## src/rtl/uart_pkg.sv

```systemverilog
// Shared UART definitions: parity encodings, FSM state encoding and parameter checks.
// Used by both the receiver and the transmitter.
package uart_pkg;

  localparam int PAR_NONE = 0;
  localparam int PAR_ODD  = 1;
  localparam int PAR_EVEN = 2;

  typedef enum logic [2:0] {
    ST_IDLE   = 3'd0,
    ST_START  = 3'd1,
    ST_DATA   = 3'd2,
    ST_PARITY = 3'd3,
    ST_STOP   = 3'd4
  } uart_state_t;

  function automatic bit uart_cfg_ok(input int clks_per_bit, input int data_bits,
                                     input int parity, input int stop_bits);
    return (clks_per_bit >= 4) && ((clks_per_bit % 2) == 0) &&
           (data_bits >= 5) && (data_bits <= 9) &&
           (parity >= PAR_NONE) && (parity <= PAR_EVEN) &&
           (stop_bits >= 1) && (stop_bits <= 2);
  endfunction

endpackage

```

## src/rtl/uart_rx_sync.sv

```systemverilog
// Two-flop synchroniser for the serial pin plus falling-edge detect on the synchronised line.
// Latency: rx_s lags the pin by 2 cycles; fall pulses the cycle rx_s first reads low.
// Backpressure: none.
module uart_rx_sync (
  input  logic clk,
  input  logic reset,
  input  logic rx,
  output logic rx_s,
  output logic fall
);

  logic       meta_q;
  logic       rx_d_q;
  logic [2:0] fill_q;

  always_ff @(posedge clk) begin
    if (reset) begin
      meta_q <= 1'b1;
      rx_s   <= 1'b1;
      rx_d_q <= 1'b1;
      fill_q <= '0;
    end else begin
      meta_q <= rx;
      rx_s   <= meta_q;
      rx_d_q <= rx_s;
      fill_q <= {fill_q[1:0], 1'b1};
    end
  end

  // Edges are only trusted once the whole chain holds pin samples, so a line
  // that is already low when reset drops never looks like a start bit.
  assign fall = fill_q[2] & rx_d_q & ~rx_s;

endmodule

```

## src/rtl/mod_uart_rx_cfg.sv

```systemverilog
// Configurable UART receiver (5..9 data bits, none/odd/even parity, 1 or 2 stop bits).
// Latency: rx_valid rises CLKS_PER_BIT/2 + N*CLKS_PER_BIT + 1 cycles after the start edge is seen.
// Backpressure: the line cannot be stalled; an unaccepted frame is overwritten and flagged overrun.
module mod_uart_rx_cfg
  import uart_pkg::*;
#(
  parameter int CLKS_PER_BIT = 128,
  parameter int DATA_BITS    = 8,
  parameter int PARITY       = 0,
  parameter int STOP_BITS    = 1
) (
  input  logic                 clk,
  input  logic                 reset,
  input  logic                 rx,
  output logic [DATA_BITS-1:0] rx_data,
  output logic                 rx_valid,
  input  logic                 rx_ready,
  output logic                 parity_err,
  output logic                 frame_err,
  output logic                 overrun_err
);

  if (!uart_cfg_ok(CLKS_PER_BIT, DATA_BITS, PARITY, STOP_BITS)) begin : g_cfg_check
    $error("mod_uart_rx_cfg: unsupported parameter combination");
  end

  localparam int               CNT_W         = $clog2(CLKS_PER_BIT);
  localparam logic [CNT_W-1:0] CNT_MID       = CNT_W'(CLKS_PER_BIT / 2 - 1);
  localparam logic [CNT_W-1:0] CNT_LAST      = CNT_W'(CLKS_PER_BIT - 1);
  localparam logic [3:0]       IDX_DATA_LAST = 4'(DATA_BITS - 1);
  localparam logic [3:0]       IDX_STOP_LAST = 4'(STOP_BITS - 1);

  uart_state_t          state_q;
  uart_state_t          state_d;
  logic [CNT_W-1:0]     cnt_q;
  logic [3:0]           idx_q;
  logic [DATA_BITS-1:0] shift_q;
  logic                 par_bit_q;
  logic                 stop_bad_q;
  logic                 rx_s;
  logic                 fall;
  logic                 sample;
  logic                 load;
  logic                 par_err_w;

  uart_rx_sync u_sync (
    .clk   (clk),
    .reset (reset),
    .rx    (rx),
    .rx_s  (rx_s),
    .fall  (fall)
  );

  always_ff @(posedge clk) begin
    if (reset) begin
      state_q <= ST_IDLE;
    end else begin
      state_q <= state_d;
    end
  end

  // The start bit is sampled half a bit in; every later sample is a full bit apart.
  always_comb begin
    state_d = state_q;
    sample  = 1'b0;
    load    = 1'b0;
    case (state_q)
      ST_IDLE: begin
        if (fall) state_d = ST_START;
      end
      ST_START: begin
        sample = (cnt_q == CNT_MID);
        if (sample) state_d = rx_s ? ST_IDLE : ST_DATA;
      end
      ST_DATA: begin
        sample = (cnt_q == CNT_LAST);
        if (sample && (idx_q == IDX_DATA_LAST))
          state_d = (PARITY != PAR_NONE) ? ST_PARITY : ST_STOP;
      end
      ST_PARITY: begin
        sample = (cnt_q == CNT_LAST);
        if (sample) state_d = ST_STOP;
      end
      ST_STOP: begin
        sample = (cnt_q == CNT_LAST);
        if (sample && (idx_q == IDX_STOP_LAST)) begin
          state_d = ST_IDLE;
          load    = 1'b1;
        end
      end
      default: state_d = ST_IDLE;
    endcase
  end

  always_comb begin
    par_err_w = 1'b0;
    if (PARITY == PAR_ODD) begin
      par_err_w = ~(^{shift_q, par_bit_q});
    end else if (PARITY == PAR_EVEN) begin
      par_err_w = ^{shift_q, par_bit_q};
    end
  end

  always_ff @(posedge clk) begin
    if (reset) begin
      cnt_q      <= '0;
      idx_q      <= '0;
      shift_q    <= '0;
      par_bit_q  <= 1'b0;
      stop_bad_q <= 1'b0;
    end else begin
      if ((state_q == ST_IDLE) || sample) begin
        cnt_q <= '0;
      end else begin
        cnt_q <= cnt_q + CNT_W'(1);
      end

      if (state_d != state_q) begin
        idx_q <= '0;
      end else if (sample) begin
        idx_q <= idx_q + 4'd1;
      end

      if ((state_q == ST_DATA) && sample) begin
        shift_q <= {rx_s, shift_q[DATA_BITS-1:1]};
      end

      if ((state_q == ST_PARITY) && sample) begin
        par_bit_q <= rx_s;
      end

      if (state_q == ST_START) begin
        stop_bad_q <= 1'b0;
      end else if ((state_q == ST_STOP) && sample && !rx_s) begin
        stop_bad_q <= 1'b1;
      end
    end
  end

  // Output holding register; the final stop sample is folded in directly at load time.
  always_ff @(posedge clk) begin
    if (reset) begin
      rx_data     <= '0;
      rx_valid    <= 1'b0;
      parity_err  <= 1'b0;
      frame_err   <= 1'b0;
      overrun_err <= 1'b0;
    end else if (load) begin
      rx_data     <= shift_q;
      rx_valid    <= 1'b1;
      parity_err  <= par_err_w;
      frame_err   <= stop_bad_q | ~rx_s;
      overrun_err <= rx_valid & ~rx_ready;
    end else if (rx_valid && rx_ready) begin
      rx_valid <= 1'b0;
    end
  end

endmodule

```

## config.mk

```make
export PLATFORM = sky130hd
export DESIGN_NAME = mod_uart_rx_cfg
export DESIGN_NICKNAME = d
export VERILOG_FILES = /design/src/rtl/uart_pkg.sv /design/src/rtl/uart_rx_sync.sv /design/src/rtl/mod_uart_rx_cfg.sv
export SDC_FILE = /design/constraint.sdc
export NUM_CORES = 1
export LEC_CHECK = 0
export BUFFER_PORTS_ARGS = -buffer_cell sky130_fd_sc_hd__buf_2
export CORE_MARGIN = 3
export CORE_UTILIZATION = 40
export DETAILED_ROUTE_END_ITERATION = 8
export PLACE_DENSITY = 0.69
export SLEW_MARGIN = 40
export SYNTH_ARGS = -nofsm -noshare
export SYNTH_HDL_FRONTEND = slang
export SYNTH_SLANG_ARGS = --single-unit
```

## constraint.sdc

```tcl
create_clock -name clk -period 2.6 [get_ports clk]
set_input_delay 0.26 -clock clk [delete_from_list [all_inputs] [get_ports clk]]
set_output_delay 0.26 -clock clk [all_outputs]
set_load 0.02 [all_outputs]
```

After elaboration in Yosys (flattened, before gate mapping)

Cells that the tools add are included.

Flip-flop bits (word level): 40
Latch bits: 0
RAM bits: 0
Memory bits (read-only): 0
Bits of input ports: 4
Memories kept: 0

Add/subtract/negate cells: 2
Multipliers: 0
Divide/modulo/power cells: 0
Magnitude comparators: 0
Eq/ne operators: 8
Shift operators: 0
Muxes and demuxes: 13
Bitwise gates (word level): 6
Reductions and logical operators: 15

Operator list:

| kind                | number |
|---|---|
| $mux 3              | 5 |
| $pmux 3 s5          | 1 |
| $add 7x1->7 const B | 1 |
| $eq 7x6->1 const B  | 1 |
| $eq 7x7->1 const B  | 1 |
| $eq 3x2->1 const B  | 2 |
| $logic_and 1x1->1   | 6 |
| $reduce_or 2->1     | 3 |
| $mux 1              | 5 |
| $add 4x1->4 const B | 1 |
| $eq 4x3->1 const B  | 1 |
| $logic_not 4->1     | 1 |
| $and 1x1->1         | 3 |
| $eq 3x1->1 const B  | 1 |
| $eq 3x3->1 const B  | 1 |
| $logic_not 3->1     | 1 |
| $ne 3x3->1          | 1 |
| $reduce_or 3->1     | 1 |
| $mux 2              | 1 |
| $not 1->1           | 2 |
| $pmux 1 s2          | 1 |
| $reduce_bool 2->1   | 1 |
| $logic_not 1->1     | 1 |
| $logic_or 1x1->1    | 1 |
| $or 1x1->1          | 1 |

Depth between registers and ports, before layout

Word-level depth: 6
Gate-level depth with buffers: 7
Mapped depth without buffers: 6

By module

From an unflattened synthesis, not the netlist that was laid out.

Cells, all modules: 188
Area, all modules: 1899.3 um2

Modules (own cells, without submodules):

| module          | times used | cells each | area each (um2) | sequential area each (um2) |
|---|---|---|---|---|
| mod_uart_rx_cfg | 1          | 175        | 1735.4          | 680.7 |
| uart_rx_sync    | 1          | 13         | 163.9           | 120.1 |

Least setup slack after synthesis

OpenSTA, ideal clock, no wires.

Path kind: flip-flop to flip-flop
Start point: reg cnt_q[0]
End point: reg idx_q[3]
Data arrival time: 1664 ps
Data required time: 2520 ps
Path slack: 857 ps
Stages on the path, launching flop included: 7
Path buffers: 1
Clock period less this slack: 1743 ps
Path through: dfxtp_1 > ha_1 > and4_1 > buf_2 > nand2_1 > or4_4 > a211oi_2

Word-level cells in the longest chain between the ends: 6

Ends and longest elaborated chain:

| what                                        | RTL line                                                            | RTL |
|---|---|---|
| start: declaration                          | mod_uart_rx_cfg.sv:35                                               | `logic [CNT_W-1:0] cnt_q;` |
| start signal: assignment                    | mod_uart_rx_cfg.sv:115                                              | `cnt_q <= cnt_q + CNT_W'(1);` |
| $eq 7x7->1                                  | mod_uart_rx_cfg.sv:76, mod_uart_rx_cfg.sv:81, mod_uart_rx_cfg.sv:85 |  |
| $logic_and 1x1->1, on equally long branches | mod_uart_rx_cfg.sv:86, mod_uart_rx_cfg.sv:77                        |  |
| $mux 3, on equally long branches            | mod_uart_rx_cfg.sv:86, mod_uart_rx_cfg.sv:77                        |  |
| $pmux 3 s5                                  | mod_uart_rx_cfg.sv:67                                               | `case (state_q)` |
| $ne 3x3->1                                  | mod_uart_rx_cfg.sv:118                                              | `if (state_d != state_q) begin` |
| $reduce_or 2->1 (no source line)            | --                                                                  |  |
| end signal: assignment                      | mod_uart_rx_cfg.sv:121                                              | `idx_q <= idx_q + 4'd1;` |
| end: declaration                            | mod_uart_rx_cfg.sv:36                                               | `logic [3:0] idx_q;` |

Parallel ways exist; a longest one is shown, timed or not.
A chain may end at the register's enable or synchronous reset.

Worst setup path after layout

Same ends and word-level chain as after synthesis.

==> impl_metrics.yaml <==
global_routing:
  grt_max_degree: 28
  antenna_found_initial: 0
  grt_pass1_wl_mm: 5.04
  grt_pass1_vias: 1084
  gr-total-overflow: 0
  grt_usage_pct: 12.9
  grt_use_met2_pct: 17.8
  grt_busiest_layer: "met2"
  grt_use_met3_pct: 3.84
  met1_usage_pct: 17.1
setup_path:
  cp_max_fo: 7
  cp.required_ns: 2.82
  rr_worst_depth: 5
  end_kind: "flop"
  path_cells: "ha_1 -> and4_1 -> nand2_1 -> or4_4 -> a211oi_2"
  cpMaxStageDelayCell: "or4_4"
  arrival_ns: 2.17
  cpPeakStageDelay_ns: 0.55
  path_class: "reg2reg"
  start_kind: "flop"
clocking:
  cts-resized-gates: 0
  cts_root_buf: "clkbuf_8"
  path_clk_slew_ns: 0.08
  insertion_delay_ns: 0.30
  cts_buffers: 5
  hold_buffers: 0
  cts_tree: "built"
  cts_sinks: 40
  cts_htree_levels: 2
  clockBufferDepth: 2
  postCtsSetupBuffers: 0
sta:
  tightestPinTransition_ns: 0.587
  finalSetupViolCount: 0
  rsz0062_at_grt: "no"
  setup-tns-final_ns: 0
  skew_ns: 0.00866
  min_period_over_period_pct: 74.8
  min_period_ns: 1.94
  fmax_mhz: 514
  finalMaxSlewViolations: 0
  whs_ns: 0.136
  hold_viol: 0
  slew_headroom_pct: 60.5
layout:
  diodes: 0
  final_util_pct: 46.7
  final_cell_area_mm2: 0.00189
  drive_gt1_share_pct: 15.5
  area_growth_syn_to_layout_pct: 11.6
  nNetsFinal: 193
detailed_routing:
  viasPerCell: 5.14
  wl_per_cell_um: 12.5
  drcViolationCount: 0
  vias: 1218
  dr.pass1.iters: 4
  ant_nets: 0
  drt_wl_total_mm: 2.96
  drt-initial-drc-count: 64
yosys:
  syn-mean-instance-area_um2: 9.64
  synth-main-ff-cell: "dfxtp_1"
  ys_top_cells_by_area: "dfxtp_1 (47%), mux2i_1 (10%), nor2_1 (5.8%)"
  yosys_warnings: 0
  syn_inst: 176
  syn_area_mm2: 0.00170
  yosys-top-cells-count: "dfxtp_1 (40), nor2_1 (26), mux2i_1 (17)"
  async_flop_share_pct: 0
  synth-seq-area-share_pct: 47.2
  synth_seq_cells: 40
  syn_nets: 183
  yosysUniqueCellTypes: 46
  yosysTopAreaCell: "dfxtp_1"
  yosysMostFrequentCell: "dfxtp_1"
  synth_edf_count: 0
  synth_top_area_share_pct: 47.2
worst_hold_path:
  worstHoldPathCells: 2
  hold_class: "in2reg"
power:
  pwr_density_cell_mw_per_mm2: 610
  ir_worst_vdd_v: 0.000336
  p_leak_nw: 0.811
  power_mw: 1.16
place:
  post_dp_cell_area_mm2: 0.00178
  dp_hpwl_mm: 2.02
  io_buffers: 14
  place_congestion: 0.855
floorplanning:
  rows: 23
  fp.coreArea_mm2: 0.00406
  die_h_um: 71.1
  io_pins: 16
  die_w_um: 71.1
  start_util_pct: 41.8
  die_area_mm2: 0.00506
flow_run:
  maxCapViolCount: 0
run_status:
  outcome: "completed"
[flip-flops by register name, indices dropped and copies added (netlist names)]
name and count:
rx_data 8, overrun_err 1, u_sync.meta_q 1, idx_q 4
cnt_q 7, stop_bad_q 1, u_sync.fill_q 3, u_sync.rx_d_q 1
rx_valid 1, u_sync.rx_s 1, shift_q 8, frame_err 1
state_q 3
[path summary, 6_finish.rpt]
kind            startpoint  slack (ns)             to
max               cnt_q[0]        0.66       idx_q[3]
max reg2reg       cnt_q[0]        0.66       idx_q[3]
min reg2reg  u_sync.meta_q        0.42    u_sync.rx_s
min                     rx        0.14  u_sync.meta_q
[cells by family (layout without fill, tap and decap cells)]
family	after synthesis	count (layout)	synth area share, %
AO/OA/AOI/OAI	25	25	10.5
multiplexers	17	17	10.0
other	1	1	0.221
XOR/XNOR	6	6	3.10
adder cells (fa/ha/maj)	3	3	2.21
flip-flops	40	40	47.2
buffers and inverters	18	29	4.79
AND/OR/NAND/NOR	66	66	21.9
[per-layer routing]
metal  part of all wire, %  up-vias
met5                     0        -
met4                   3.2        0
met3                   3.4        8
met2                    42       19
met1                    51      559
li1                      -      632
[area by class of cell]
cell class,instances,area [um2]
tap,50,62.6
inverter,6,22.5
clock buffer,5,68.8
clock inverter,3,46.3
sequential,40,801
timing repair buffer,15,77.6
fill,383,2160
multi-input combinational,118,815
[critical path, delay by kind of cell, from the launching register on]
kind / cells / cell delay (ns)
AO/OA/AOI/OAI: 1 / 0.21
AND/OR/NAND/NOR: 3 / 1.09
flip-flops: 1 / 0.35
adder cells (fa/ha/maj): 1 / 0.22
[metrics by stage]
step	instances	setup WS [ns]
2_1_floorplan	176	0.857
4_1_cts	237	0.653
6_report	237	0.655
3_3_place_gp	229	0.704
5_1_grt	237	0.493
3_5_place_dp	229	0.674
[cells in the final DEF (no fill, tap or decap), types with 3 or more instances in the layout]
master and instances:
and4_1 3, xnor2_1 4, nand2_1 4, nand3_1 8
inv_1 6, ha_1 3, clkbuf_8 5, a21oi_1 4
nand4_1 3, buf_2 14, mux2i_1 17, nor2_1 26
a211oi_1 3, nand2b_1 3, o21ai_0 4, dfxtp_1 40
[power breakdown]
group	internal (mW)	leakage, nW	switching [mW]
Combinational	0.00574	0.433	0.0133
Sequential	0.616	0.323	0.00170
Clock	0.289	0.0548	0.229
No activity file was read; power rests on OpenSTA's default activity.
